### config.mk
export PLATFORM = sky130hd
export DESIGN_NAME = z3_master_cycle
export DESIGN_NICKNAME = d
export VERILOG_FILES = /design/src/rtl/a4092_pkg.sv /design/src/rtl/sync2.sv /design/src/rtl/z3_master_cycle.sv
export SDC_FILE = /design/constraint.sdc
export NUM_CORES = 1
export LEC_CHECK = 0
export CAP_MARGIN = 20
export CORE_MARGIN = 10
export CORE_UTILIZATION = 30
export DETAILED_ROUTE_END_ITERATION = 12
export PLACE_DENSITY = 0.46
export SYNTH_ARGS = -nofsm -noshare
export SYNTH_HDL_FRONTEND = slang
export SYNTH_SLANG_ARGS = --single-unit
### constraint.sdc
create_clock -name CLK -period 3.2 [get_ports CLK]
set_input_delay 0.64 -clock CLK [delete_from_list [all_inputs] [get_ports CLK]]
set_output_delay 0.64 -clock CLK [all_outputs]
set_load 0.01 [all_outputs]
### src/rtl/a4092_pkg.sv
// Shared A4092 definitions: Zorro III master sequencer states, defaults and
// the DS_n byte-lane decode.
package a4092_pkg;

    typedef enum logic [2:0] {
        ST_IDLE    = 3'd0,
        ST_SETUP   = 3'd1,
        ST_STROBE  = 3'd2,
        ST_DATA    = 3'd3,
        ST_TERM    = 3'd4,
        ST_ERR     = 3'd5,
        ST_RECOVER = 3'd6
    } z3m_state_t;

    localparam int Z3M_TIMEOUT = 255;
    localparam int Z3M_SETUP   = 1;

    // DS_n[3] is D31:24, so lane k lands on bit 3-k; reads always strobe all lanes.
    function automatic logic [3:0] lane_decode(input logic [1:0] siz,
                                               input logic [1:0] a,
                                               input logic       read);
        logic [3:0] ds;
        logic [2:0] cnt;
        logic [2:0] last;
        ds   = 4'b1111;
        cnt  = (siz == 2'b00) ? 3'd4 : {1'b0, siz};
        last = {1'b0, a} + cnt - 3'd1;
        if (read) begin
            ds = 4'b0000;
        end else begin
            for (int k = 0; k < 4; k++) begin
                if (3'(k) >= {1'b0, a} && 3'(k) <= last)
                    ds[3-k] = 1'b0;
            end
        end
        return ds;
    endfunction

endpackage

### src/rtl/sync2.sv
// Two-flop synchronizer for asynchronous bus strobes; reset value selectable.
module sync2 #(
    parameter logic RST_VAL = 1'b1
) (
    input  logic CLK,
    input  logic RST,
    input  logic d,
    output logic q
);

    logic meta;

    always_ff @(posedge CLK or posedge RST) begin
        if (RST) begin
            meta <= RST_VAL;
            q    <= RST_VAL;
        end else begin
            meta <= d;
            q    <= meta;
        end
    end

endmodule

### src/rtl/z3_master_cycle.sv
// Zorro III bus-master cycle sequencer: turns a granted 53C710 access into
// FCS/DS strobes, buffer enables and STERM/BERR back to the NCR.
//
// state   | meaning
// IDLE    | waiting for grant + NCR address strobe
// SETUP   | address driven, FCS not yet asserted
// STROBE  | FCS asserted, data strobes still off
// DATA    | data strobes on, waiting for DTACK/BERR/timeout
// TERM    | STERM to NCR, read data latched
// ERR     | BERR to NCR
// RECOVER | bus released, waiting for DTACK and AS to negate
module z3_master_cycle
    import a4092_pkg::*;
#(
    parameter int TIMEOUT_CYCLES = Z3M_TIMEOUT,
    parameter int SETUP_CYCLES   = Z3M_SETUP
) (
    input  logic       CLK,
    input  logic       RST,
    input  logic       bmaster,
    input  logic       ncr_as_n,
    input  logic       ncr_read,
    input  logic [1:0] ncr_siz,
    input  logic [1:0] ncr_a,
    input  logic       z_dtack_n,
    input  logic       z_berr_n,
    output logic       z_fcs_n,
    output logic [3:0] z_ds_n,
    output logic       z_read,
    output logic       addr_oe,
    output logic       data_oe,
    output logic       d_latch,
    output logic       ncr_sterm_n,
    output logic       ncr_berr_n,
    output logic       busy
);

    localparam int CW = ($clog2(TIMEOUT_CYCLES + 1) > 8) ? $clog2(TIMEOUT_CYCLES + 1) : 8;
    localparam logic [CW-1:0] TO_VAL     = CW'(TIMEOUT_CYCLES);
    localparam logic [1:0]    SETUP_LOAD = 2'(SETUP_CYCLES - 1);

    logic as_n_s, dtack_n_s, berr_n_s;

    sync2 #(.RST_VAL(1'b1)) u_sync_as    (.CLK(CLK), .RST(RST), .d(ncr_as_n),  .q(as_n_s));
    sync2 #(.RST_VAL(1'b1)) u_sync_dtack (.CLK(CLK), .RST(RST), .d(z_dtack_n), .q(dtack_n_s));
    sync2 #(.RST_VAL(1'b1)) u_sync_berr  (.CLK(CLK), .RST(RST), .d(z_berr_n),  .q(berr_n_s));

    z3m_state_t    state, state_nx;
    logic [1:0]    setup_cnt;
    logic [CW-1:0] to_cnt;
    logic          rd_q;
    logic [1:0]    siz_q, a_q;

    logic          start;
    logic          rd_nx;
    logic [1:0]    siz_nx, a_nx;
    logic [3:0]    lanes_nx;

    logic          fcs_nx, read_nx, aoe_nx, doe_nx, dl_nx, sterm_nx, berr_nx, busy_nx;
    logic [3:0]    ds_nx;

    always_comb begin
        state_nx = state;
        case (state)
            ST_IDLE:    if (bmaster && !as_n_s) state_nx = ST_SETUP;
            ST_SETUP:   if (setup_cnt == 2'd0) state_nx = ST_STROBE;
            ST_STROBE:  state_nx = ST_DATA;
            ST_DATA: begin
                if (!berr_n_s)
                    state_nx = ST_ERR;
                else if (!dtack_n_s)
                    state_nx = ST_TERM;
                else if (to_cnt >= TO_VAL)
                    state_nx = ST_ERR;
            end
            ST_TERM:    state_nx = ST_RECOVER;
            ST_ERR:     state_nx = ST_RECOVER;
            ST_RECOVER: if (dtack_n_s && as_n_s) state_nx = ST_IDLE;
            default:    state_nx = ST_IDLE;
        endcase
    end

    // Outputs are decoded from the next state, so the captured access must be
    // visible on the same edge that captures it.
    assign start    = (state == ST_IDLE) && (state_nx == ST_SETUP);
    assign rd_nx    = start ? ncr_read : rd_q;
    assign siz_nx   = start ? ncr_siz  : siz_q;
    assign a_nx     = start ? ncr_a    : a_q;
    assign lanes_nx = lane_decode(siz_nx, a_nx, rd_nx);

    always_comb begin
        fcs_nx   = 1'b1;
        ds_nx    = 4'b1111;
        read_nx  = 1'b1;
        aoe_nx   = 1'b0;
        doe_nx   = 1'b0;
        dl_nx    = 1'b0;
        sterm_nx = 1'b1;
        berr_nx  = 1'b1;
        busy_nx  = (state_nx != ST_IDLE);
        case (state_nx)
            ST_SETUP: begin
                aoe_nx  = 1'b1;
                read_nx = rd_nx;
            end
            ST_STROBE: begin
                aoe_nx  = 1'b1;
                read_nx = rd_nx;
                fcs_nx  = 1'b0;
            end
            ST_DATA: begin
                aoe_nx  = 1'b1;
                read_nx = rd_nx;
                fcs_nx  = 1'b0;
                ds_nx   = lanes_nx;
                doe_nx  = !rd_nx;
            end
            ST_TERM: begin
                aoe_nx   = 1'b1;
                read_nx  = rd_nx;
                fcs_nx   = 1'b0;
                ds_nx    = lanes_nx;
                doe_nx   = !rd_nx;
                dl_nx    = rd_nx;
                sterm_nx = 1'b0;
            end
            ST_ERR: begin
                aoe_nx  = 1'b1;
                read_nx = rd_nx;
                fcs_nx  = 1'b0;
                ds_nx   = lanes_nx;
                berr_nx = 1'b0;
            end
            default: ;
        endcase
    end

    always_ff @(posedge CLK or posedge RST) begin
        if (RST) begin
            state       <= ST_IDLE;
            setup_cnt   <= 2'd0;
            to_cnt      <= '0;
            rd_q        <= 1'b1;
            siz_q       <= 2'b00;
            a_q         <= 2'b00;
            z_fcs_n     <= 1'b1;
            z_ds_n      <= 4'b1111;
            z_read      <= 1'b1;
            addr_oe     <= 1'b0;
            data_oe     <= 1'b0;
            d_latch     <= 1'b0;
            ncr_sterm_n <= 1'b1;
            ncr_berr_n  <= 1'b1;
            busy        <= 1'b0;
        end else begin
            state <= state_nx;
            rd_q  <= rd_nx;
            siz_q <= siz_nx;
            a_q   <= a_nx;

            if (start)
                setup_cnt <= SETUP_LOAD;
            else if (state == ST_SETUP && setup_cnt != 2'd0)
                setup_cnt <= setup_cnt - 2'd1;

            if (state == ST_IDLE)
                to_cnt <= '0;
            else if ((state == ST_STROBE || state == ST_DATA) && to_cnt != '1)
                to_cnt <= to_cnt + CW'(1);

            z_fcs_n     <= fcs_nx;
            z_ds_n      <= ds_nx;
            z_read      <= read_nx;
            addr_oe     <= aoe_nx;
            data_oe     <= doe_nx;
            d_latch     <= dl_nx;
            ncr_sterm_n <= sterm_nx;
            ncr_berr_n  <= berr_nx;
            busy        <= busy_nx;
        end
    end

endmodule

Yosys cells after proc, flatten, opt, wreduce, memory -nomap -nowiden
Index checks and enable logic that the tools add are counted.
{"block": "word_totals", "register_bits": 36, "out_inout_bits": 12}
{"block": "op_classes", "addsub": 4, "magnitude_cmp": 8, "eq_ne": 12, "muxes": 28, "reduce_logical": 23}
{"operator": "3-bit 2-to-1 mux", "n": 7}
{"operator": "3-bit case mux with 6 select lines", "n": 1}
{"operator": "8-bit 2-to-1 mux", "n": 2}
{"operator": "3-bit equality test (second input constant)", "n": 5}
{"operator": "3-bit by 2-bit equality test with 1-bit output (second input constant)", "n": 4}
{"operator": "1-bit 2-to-1 mux", "n": 12}
{"operator": "8-bit by 1-bit adder with 8-bit output (second input constant)", "n": 1}
{"operator": "8-bit greater-or-equal comparator (second input constant)", "n": 1}
{"operator": "1-bit logical AND", "n": 8}
{"operator": "2-bit 2-to-1 mux", "n": 4}
{"operator": "4-bit 2-to-1 mux", "n": 2}
{"operator": "8-bit != test (second input constant)", "n": 1}
{"operator": "3-bit by 1-bit equality test with 1-bit output (second input constant)", "n": 2}
{"operator": "1-bit by 3-bit <= comparator with 1-bit output (first input constant)", "n": 2}
{"operator": "2-bit by 3-bit <= comparator with 1-bit output (first input constant)", "n": 2}
{"operator": "2-bit nonzero test", "n": 3}
{"operator": "5-bit OR reduction", "n": 1}
{"operator": "1-bit by 2-bit greater-or-equal comparator with 1-bit output (first input constant)", "n": 2}
{"operator": "2-bit zero test", "n": 2}
{"operator": "2-bit OR reduction", "n": 2}
{"operator": "4-bit OR reduction", "n": 1}
{"operator": "2-bit by 3-bit adder with 3-bit output", "n": 1}
{"operator": "3-bit zero test", "n": 1}
{"operator": "3-bit nonzero test", "n": 1}
{"operator": "6 further kinds", "n": 7}

Longest topological paths before layout
Gate-level depths: netlist of the first run.
{"block": "depth", "depth_word": 17, "mapped_depth": 12, "depth_no_buf": 10}

By module
Synthesis of the first run repeated with hierarchy kept, for this count alone.
{"block": "unflattened", "hier_cells": 141, "hier_area_um2": 1632.8}
{"mod": "z3_master_cycle", "n_inst": 1, "cells_per_inst": 132, "area_each_um2": 1463.9, "seq_area_each_um2": 762.0}
{"mod": "sync2", "n_inst": 3, "cells_per_inst": 3, "area_each_um2": 56.3, "seq_area_each_um2": 52.6}

Worst setup path after synthesis of the first run
OpenSTA, ideal clock, no wires.
{"block": "synth_path", "kind": "reg-to-reg", "start": "register state[2]", "end": "register z_ds_n[2]", "setup_time_ns": 0.081, "arrival_ns": 2.206, "required_ns": 3.119, "setup_slack_ns": 0.913, "path_stages_with_launch": 13, "n_path_buf": 2, "cell_sequence": "dfrtp_1 > buf_6 > nor3_4 > nand3b_2 > buf_6 > mux2_2 > inv_1 > ha_1 > inv_1 > ha_1 > nor2b_1 > mux2i_1 > o211ai_1"}
{"block": "synth_via", "word_cells_on_any_way": 34, "classes_between": "2 x add/sub; 2 x order compare; 10 x eq/ne; 14 x mux; 6 x reduce/logical"}
{"element": "start, declared", "line_no": "z3_master_cycle.sv:48", "source": "z3m_state_t state, state_nx;"}
{"element": "start signal, assigned", "line_no": "z3_master_cycle.sv:156", "source": "state <= state_nx;"}
{"element": "3-bit 2-to-1 mux", "line_no": "z3_master_cycle.sv:73", "source": "else if (to_cnt >= TO_VAL)"}
{"element": "3-bit 2-to-1 mux", "line_no": "z3_master_cycle.sv:71", "source": "else if (!dtack_n_s)"}
{"element": "3-bit 2-to-1 mux", "line_no": "z3_master_cycle.sv:69", "source": "if (!berr_n_s)"}
{"element": "3-bit case mux with 6 select lines", "line_no": "z3_master_cycle.sv:64", "source": "case (state)"}
{"element": "3-bit by 1-bit equality test with 1-bit output", "line_no": "z3_master_cycle.sv:85", "source": "assign start = (state == ST_IDLE) && (state_nx == ST_SETUP);"}
{"element": "1-bit logical AND (*)", "line_no": "z3_master_cycle.sv:85"}
{"element": "2-bit 2-to-1 mux (*)", "line_no": "z3_master_cycle.sv:88", "source": "assign a_nx = start ? ncr_a : a_q;"}
{"element": "net a_nx[0]", "line_no": "z3_master_cycle.sv:56", "source": "logic [1:0] siz_nx, a_nx;"}
{"element": "2-bit by 3-bit adder with 3-bit output", "line_no": "a4092_pkg.sv:27", "source": "last = {1'b0, a} + cnt - 3'd1;"}
{"element": "3-bit by 1-bit subtractor with 3-bit output", "line_no": "a4092_pkg.sv:27"}
{"element": "1-bit by 3-bit <= comparator with 1-bit output", "line_no": "a4092_pkg.sv:32", "source": "if (3'(k) >= {1'b0, a} && 3'(k) <= last)"}
{"element": "1-bit logical AND (*)", "line_no": "a4092_pkg.sv:32"}
{"element": "1-bit 2-to-1 mux (*)", "line_no": "a4092_pkg.sv:32"}
{"element": "4-bit 2-to-1 mux (*)", "line_no": "a4092_pkg.sv:28", "source": "if (read) begin"}
{"element": "4-bit 2-to-1 mux (*)", "line_no": "z3_master_cycle.sv:101", "source": "case (state_nx)"}
{"element": "net ds_nx[2]", "line_no": "z3_master_cycle.sv:60", "source": "logic [3:0] ds_nx;"}
{"element": "end signal, assigned", "line_no": "z3_master_cycle.sv:172", "source": "z_ds_n <= ds_nx;"}
{"element": "end, declared", "line_no": "z3_master_cycle.sv:28", "source": "output logic [3:0] z_ds_n,"}
Mark *: on every way through the listed nets, which the timed path passes. The rest lies on a longest branch.
A chain may end at the register's enable or synchronous reset.

Worst setup path after layout of the first run
{"block": "layout_path", "start": "input port bmaster", "end": "register z_ds_n[2]"}
{"block": "layout_via", "word_cells_on_any_way": 22, "classes_between": "2 x add/sub; 2 x order compare; 4 x eq/ne; 9 x mux; 5 x reduce/logical"}
{"element": "start, declared", "line_no": "z3_master_cycle.sv:20", "source": "input logic bmaster,"}
{"element": "1-bit logical AND (*)", "line_no": "z3_master_cycle.sv:65", "source": "ST_IDLE: if (bmaster && !as_n_s) state_nx = ST_SETUP;"}
{"element": "3-bit 2-to-1 mux (*)", "line_no": "z3_master_cycle.sv:65"}
{"element": "3-bit case mux with 6 select lines (*)", "line_no": "z3_master_cycle.sv:64"}
{"element": "3-bit by 1-bit equality test with 1-bit output (*)", "line_no": "z3_master_cycle.sv:85"}
{"element": "1-bit logical AND (*)", "line_no": "z3_master_cycle.sv:85"}
{"element": "2-bit 2-to-1 mux (*)", "line_no": "z3_master_cycle.sv:88"}
{"element": "net a_nx[0]", "line_no": "z3_master_cycle.sv:56"}
{"element": "2-bit by 3-bit adder with 3-bit output", "line_no": "a4092_pkg.sv:27"}
{"element": "3-bit by 1-bit subtractor with 3-bit output", "line_no": "a4092_pkg.sv:27"}
{"element": "1-bit by 3-bit <= comparator with 1-bit output", "line_no": "a4092_pkg.sv:32"}
{"element": "1-bit logical AND (*)", "line_no": "a4092_pkg.sv:32"}
{"element": "1-bit 2-to-1 mux (*)", "line_no": "a4092_pkg.sv:32"}
{"element": "4-bit 2-to-1 mux (*)", "line_no": "a4092_pkg.sv:28"}
{"element": "4-bit 2-to-1 mux (*)", "line_no": "z3_master_cycle.sv:101"}
{"element": "net ds_nx[2]", "line_no": "z3_master_cycle.sv:60"}
Marks and branches as above.

==> impl_results.md, run 1 <==
- Status: complete, no violations
- Die X: roughly 94 um
- Most used DFF post-synth: dfrtp_1
- Post-DP HPWL: ~2300 um
- Area delta synth->final: 22.40%
- Post-Place Worst Slack: 0.3849 ns
- Worst-margin pin slew: approximately 0.67 ns
- Relative slew slack: 0.5502
- Fmax: slightly below 0.4 GHz
- Worst Setup EP: z_ds_n[2]$_DFF_PP1_
- Worst Path Max Fanout: 9
- Layout Cells excl Fill: around 240
- Die Span Y: approximately 94 um
- Number of synthesized register bits: 36
- Synthesis Warnings: 0
- Hold-fix buffers, CTS: 0
- Nets: 180
- Cells after synthesis: between 100 and 150
- Final-report hold violation count: 0
- Initial core utilization: 0.3050
- I/O Pins: 23
- Post-route ant nets: 0
- CTS H-tree lvls: 2
- Total global routing overflow: 0
- Fin crit period: about 2.5 ns
- First-pass GRT wire length: 5319 um
- FP Rows: 27
- Antenna cells: 0
- Syn avg cell area: roughly 12 sq um
- Origin of the worst setup path: bmaster
- Fin crit share: 0.7947
- Remaining DRCs: 0
- Vias post-DR: approximately 1,100
- Crit path DAT: ~2.7 ns
- Setup TNS: 0 ns
- Reg2reg path depth: 10
- R2R Path End: z_ds_n[2]$_DFF_PP1_
- Number of gates resized after cts: 0
- Layout cells sized above 1: 0.2410
- Power per cell area: 924.3 mW/mm^2
- CP Launch Type: input port
- Worst setup EP type: register
- Seq. cell area: ~900 sq um
- Wire per inst: 13.07 um
- Cell variety after synth: 43
- Core box area: 0.005439 sq mm
- Synthesized area: around 0.0017 sq mm
- RSZ-0062 raised after global routing: no
- Gp weighted congestion: between 0.7 and 0.8
- Clk slew on worst S/H paths: 0.07 ns
- Placed cells: 230
- DR pass1 iterations: 4
- Clock skew: 0.005030 ns
- Clk sinks: 36
- Number of flops mapped to enable cells by yosys: 0
- Post-synth net total: 154
- Sequential cell area fraction in the yosys report: 0.5543
- CTS max path bufs: 2
- Lkg Pwr: 0.8575 nW
- Max-cap violations: 0
- Buffer count from post-CTS setup fixing: 0
- Post-Route WL: 3111 um
- TritonCTS buffer count: 5
- Design Area, Final: slightly above 0.002 sq mm
- Hold Path Class: register to register
- Input/output buffers: 22
- Final core utilization: 0.3734
- Initial antenna violation count: 0
- DP Area: ~0.0019 sq mm
- Critical path class: input port to register
- GRT Overall Usage: 0.07618
- Final WS setup: ~0.66 ns
- TritonCTS clock tree: done
- Clk root buf: clkbuf_8
- FFs w/ async S/R, synth: 1.000
- Setup slack, reg-to-reg: 0.73 ns
- Die area: between 0.008 and 0.009 sq mm
- Area of the multi-input gates: ~650 sq um
- Clock Latency Late Sink: between 0.2 and 0.3 ns
- Vias per cell: around 4.4
- WP data required: between 3 and 4 ns
- Largest net degree at the start of global routing: 37
- # setup viols final: 0
- Fillers: ~500
- Vias in the first global route: 1,062
- Final Max Tran Viols: 0
- VDD IR-drop max: 541.4 uV
- Reg2reg start: state[2]$_DFF_PP0_
- WHS Path Cells: 0
- Iter 0 DRT Violations: between 70 and 80
-- layout by cell type (no fill, tap or decap), types with 2 or more instances in the layout --
master           instances
clkdlybuf4s50_1         22
dfrtp_1                 21
dfstp_2                 15
nor2_1                  11
nand2_1                 11
xnor2_1                 10
inv_1                   10
clkbuf_8                 6
nor3_1                   4
ha_1                     4
nand3_1                  3
nor2b_1                  3
o21ai_1                  3
mux2_2                   3
o21ai_0                  3
mux2i_1                  3
a31oi_1                  2
a21oi_1                  2
mux2i_4                  2
o211ai_1                 2
clkbuf_1                 2
buf_4                    2
-- layout make-up --
class | instances | share of cell area
Tap cell | 72 | 0.04436
Timing Repair Buffer | 24 | 0.1158
Clock buffer | 8 | 0.04436
Sequential cell | 36 | 0.4529
Multi-Input combinational cell | 87 | 0.3222
Inverter | 11 | 0.02033
-- state kept, by name, indices dropped and copies added, names as in the netlist, 2 cells and up --
| name | flops |
|---|---|
| siz_q | 2 |
| setup_cnt | 2 |
| state | 3 |
| z_ds_n | 4 |
| to_cnt | 8 |
| a_q | 2 |
-- worst max-delay path: stages --
cell and delay, ns:
clkdlybuf4s50_1 0.47, nand3b_2 0.27, mux2_2 0.40, inv_1 0.07
ha_1 0.13, inv_1 0.04, ha_1 0.30, nor2b_1 0.12
mux2i_1 0.09, o211ai_1 0.20
-- power by group --
part | total [mW] | switching, mW | leakage, nW | internal, mW
sequential | 0.737 | 0.106 | 0.428 | 0.631
combinational | 0.813 | 0.419 | 0.384 | 0.393
clock | 0.327 | 0.151 | 0.0455 | 0.176
-- through the flow --
stage / total power, mW / hold WS (ns)
floorplan: 1.320 / 0.3452
global placement: 1.549 / 0.3470
detailed placement: 1.562 / 0.3481
CTS: 1.904 / 0.3579
global route: 2.032 / 0.3632
finish: 1.877 / 0.3568
-- per-layer routing --
layer,vias up,GRT usage,share of wire
met3,4,0.04203,0.079
li1,521,-,-
met5,-,0,0
met2,22,0.1098,0.45
met4,0,0.02658,0.010
met1,511,0.09375,0.46
-- cell usage after synthesis, types with 2 or more instances --
cell      count  area [sq um]
a21oi_1       2         10.01
nor3_1        4         20.02
dfstp_2      15         394.1
mux2_2        3         33.78
inv_1        10         37.54
o21ai_1       3         15.01
nand3_1       3         15.01
mux2i_4       2         45.04
buf_6         3         33.78
xnor2_1      10         87.58
nor2_1       11         41.29
nand2_1      11         41.29
o21ai_0       3         15.01
a31oi_1       2         12.51
ha_1          4         50.05
mux2i_1       3         30.03
o211ai_1      2         15.01
dfrtp_1      21         525.5
nor2b_1       3         18.77
-- how the worst min path moves through the flow --
stage / startpoint / to / slack, ns
6_report: u_sync_berr.meta$_DFF_PP1_ / u_sync_berr.q$_DFF_PP1_ / 0.36
3_5_place_dp: u_sync_dtack.meta$_DFF_PP1_ / u_sync_dtack.q$_DFF_PP1_ / 0.35
3_3_place_gp: u_sync_berr.meta$_DFF_PP1_ / u_sync_berr.q$_DFF_PP1_ / 0.35
5_1_grt: u_sync_dtack.meta$_DFF_PP1_ / u_sync_dtack.q$_DFF_PP1_ / 0.36
2_1_floorplan: u_sync_as.meta$_DFF_PP1_ / u_sync_as.q$_DFF_PP1_ / 0.35
4_1_cts: u_sync_dtack.meta$_DFF_PP1_ / u_sync_dtack.q$_DFF_PP1_ / 0.36
-- logic make-up after synthesis --
family | Yosys count | synth area share
compound gates | 19 | 0.08672
xor+xnor | 11 | 0.05807
fa+ha+maj | 4 | 0.03017
buf+inv | 16 | 0.05128
flops | 36 | 0.5543
mux | 8 | 0.06561
simple gates | 45 | 0.1539
(Power assumes the default switching activity.)
==> run 2: changes to the inputs <==
==> constraint.sdc (replaced) <==
create_clock -name CLK -period 2.55 [get_ports CLK]
set_input_delay 0.51 -clock CLK [delete_from_list [all_inputs] [get_ports CLK]]
set_output_delay 0.51 -clock CLK [all_outputs]
set_load 0.01 [all_outputs]
==> run 2 against run 1 <==
Cell count increased by 2.9%. Non-clock buffer count increased by 7. Largest power group unchanged. Highest routed layer unchanged. Critical path depth unchanged. Worst hold slack got worse by 0.00085 ns. Design area increased by 3.1%. Critical endpoint unchanged. Sequential power increased by 22%. Sequential share of layout area decreased by 1.4 points. First-iteration DRC count decreased by 7.9%. Largest cell class unchanged. Count of clock-buffer cells in the layout unchanged.
==> impl_results.md, run 2 (synthesis results as in run 1) <==
- Status: complete, no violations
- Post-route ant nets: 0 (unchanged)
- VDD IR-drop max: 575.1 uV (+6.2%)
- Fin crit period: around 2.3 ns
- GRT Overall Usage: 0.08146 (+0.005280)
- Critical path class: register to register
- Clk root buf: clkbuf_8
- TritonCTS clock tree: done
- FP Rows: 27 (unchanged)
- Hold-fix buffers, CTS: 0 (unchanged)
- Int Pwr: 1.588 mW (+32%)
- Buffer count from post-CTS setup fixing: 0 (unchanged)
- Placed cells: 237 (+3.0%)
- Leading cell types in the layout, fill and taps excluded: clkdlybuf4s50_1, dfrtp_1, dfstp_2, nor2_1, nand2_1
- Setup TNS: 0 ns (unchanged)
- Relative slew slack: 0.6877 (+0.1374)
- Fin crit share: 0.8843
- Worst-margin pin slew: 0.4654 ns (-0.2079 ns)
- CP Launch Type: register
- Final WS setup: 0.2950 ns (-0.3621 ns)
- Fmax: 0.4435 GHz
- Crit path DAT: 2.46 ns (-0.28 ns)
- WP data required: 2.75 ns (-0.65 ns)
- Remaining DRCs: 0 (unchanged)
- Clock Latency Late Sink: 0.29 ns (about the same)
- Nets: 187 (+3.9%)
- Clk sinks: 36 (unchanged)
- Die X: 94.37 um (unchanged)
- Iter 0 DRT Violations: 70 (-7.9%)
- Antenna cells: 0 (unchanged)
- Worst hold slack: 0.3560 ns (-0.0008490 ns)
- Clk pwr share: 0.181 (+0.007)
- Core box area: 0.005439 sq mm (unchanged)
- Logic pwr share: 0.455 (+0.022)
- Die area: 0.008905 sq mm (unchanged)
- Area delta synth->final: 26.17%
- Hold Path Class: register to register
- Top Registers: to_cnt: 8 flops, z_ds_n: 4 flops, state: 3 flops
- RSZ-0062 raised after global routing: no
- Power per cell area: 1176 mW/mm^2 (+27%)
- Post-DP HPWL: 2418 um (+6.3%)
- Max-cap violations: 0 (unchanged)
- Wire per inst: 13.23 um (+1.2%)
- DR pass1 iterations: 4 (unchanged)
- Vias in the first global route: 1,239 (+17%)
- Initial core utilization: 0.3050 (unchanged)
- Largest net degree at the start of global routing: 37 (unchanged)
- Worst Path Max Fanout: 8 (-1)
- Clock skew: 0.01067 ns (+0.005636 ns)
- I/O Pins: 23 (unchanged)
- Gp weighted congestion: 0.7517 (+0.39%)
- Number of gates resized after cts: 0 (unchanged)
- Die Span Y: 94.37 um (unchanged)
- Lkg Pwr: 0.8966 nW (+4.6%)
- Clk slew on worst S/H paths: 0.07 ns (about the same)
- Commonest non-fill, non-tap cell in the layout: clkdlybuf4s50_1
- Final Max Tran Viols: 0 (unchanged)
- First-pass GRT wire length: 5823 um (+9.5%)
- Post-Place Worst Slack: 0.02946 ns (-0.3555 ns)
- Final-report hold violation count: 0 (unchanged)
- Worst setup EP type: register
- Psw: 0.8745 mW (+29%)
- Layout cells sized above 1: 0.2775 (+0.03649)
- Layout Cells excl Fill: 245 (+2.9%)
- Max FFs per register: 8 (unchanged)
- Largest register by flop count: to_cnt
- Initial antenna violation count: 0 (unchanged)
- Post-Route WL: 3241 um (+4.2%)
- Vias post-DR: 1,100 (+4.0%)
- Vias per cell: 4.490 (+1.0%)
- Input/output buffers: 22 (unchanged)
- TritonCTS buffer count: 5 (unchanged)
- Fillers: 533 (+3.9%)
- CTS max path bufs: 2 (unchanged)
- Sw frac: 0.3552 (-0.005358)
- Reg2reg path depth: 10 (unchanged)
- Total global routing overflow: 0 (unchanged)
- CTS H-tree lvls: 2 (unchanged)
- # setup viols final: 0 (unchanged)
- WHS Path Cells: 0 (unchanged)
- Register share of total power: 0.364 (-0.029)
run 2: changes by cell type in the layout (fill, tap and decap cells not counted):
cell	previous run	this run
buf_4	2	9
clkbuf_1	2	1
clkbuf_8	6	7
run 2: layer usage:
metal  wire [um]  vias to the layer above  part of all wire  track usage
met1        1403                      530              0.43      0.09431
li1            -                      533                 -            -
met2        1555                       30              0.48       0.1299
met5           0                        -                 0            0
met4          40                        0             0.012      0.03165
met3         242                        7             0.075      0.03569
run 2: final timing paths:
check | endpoint | startpoint | slack, ns
max | z_ds_n[2]$_DFF_PP1_ | state[0]$_DFF_PP0_ | 0.29
min in group asynchronous | setup_cnt[0]$_DFFE_PP0P_ | RST | 0.62
max reg2reg | z_ds_n[2]$_DFF_PP1_ | state[0]$_DFF_PP0_ | 0.29
max in group asynchronous | rd_q$_DFF_PP1_ | RST | 1.57
min | u_sync_dtack.q$_DFF_PP1_ | u_sync_dtack.meta$_DFF_PP1_ | 0.36
min reg2reg | u_sync_dtack.q$_DFF_PP1_ | u_sync_dtack.meta$_DFF_PP1_ | 0.36
run 2: through the flow:
stage,total power [mW],area (sq um),util
after floorplan,1.657,1659,-
after global placement,2.008,1993,0.3665
after detailed placement,2.028,1993,0.3665
after CTS,2.496,2093,0.3849
after global routing,2.673,2093,0.3849
final,2.462,2093,0.3849
run 2: final cells by class:
class                           instances  area, sq um  share of cell area
Tap cell                               72        90.09             0.04304
Sequential cell                        36        919.6              0.4393
Timing Repair Buffer                   31        287.8              0.1375
Inverter                               11        41.29             0.01973
Clock buffer                            8        100.1             0.04782
Multi-Input combinational cell         87        654.4              0.3126
run 2: worst max-delay path, stage by stage (launching register included):
cell and delay [ns]:
dfrtp_1 0.49, nor3_4 0.21, nand3b_2 0.20, mux2_2 0.33
inv_1 0.06, ha_1 0.13, inv_1 0.04, ha_1 0.30
nor2b_1 0.13, mux2i_1 0.10, o211ai_1 0.19
run 2: power by group through the flow:
stage                     registers (mW)  logic [mW]  clock network [mW]
after floorplan                    0.913       0.744                   0
after global placement             0.906        1.10                   0
after detailed placement           0.907        1.12                   0
after CTS                          0.898        1.13               0.463
after global routing               0.922        1.27               0.486
final                              0.897        1.12               0.445
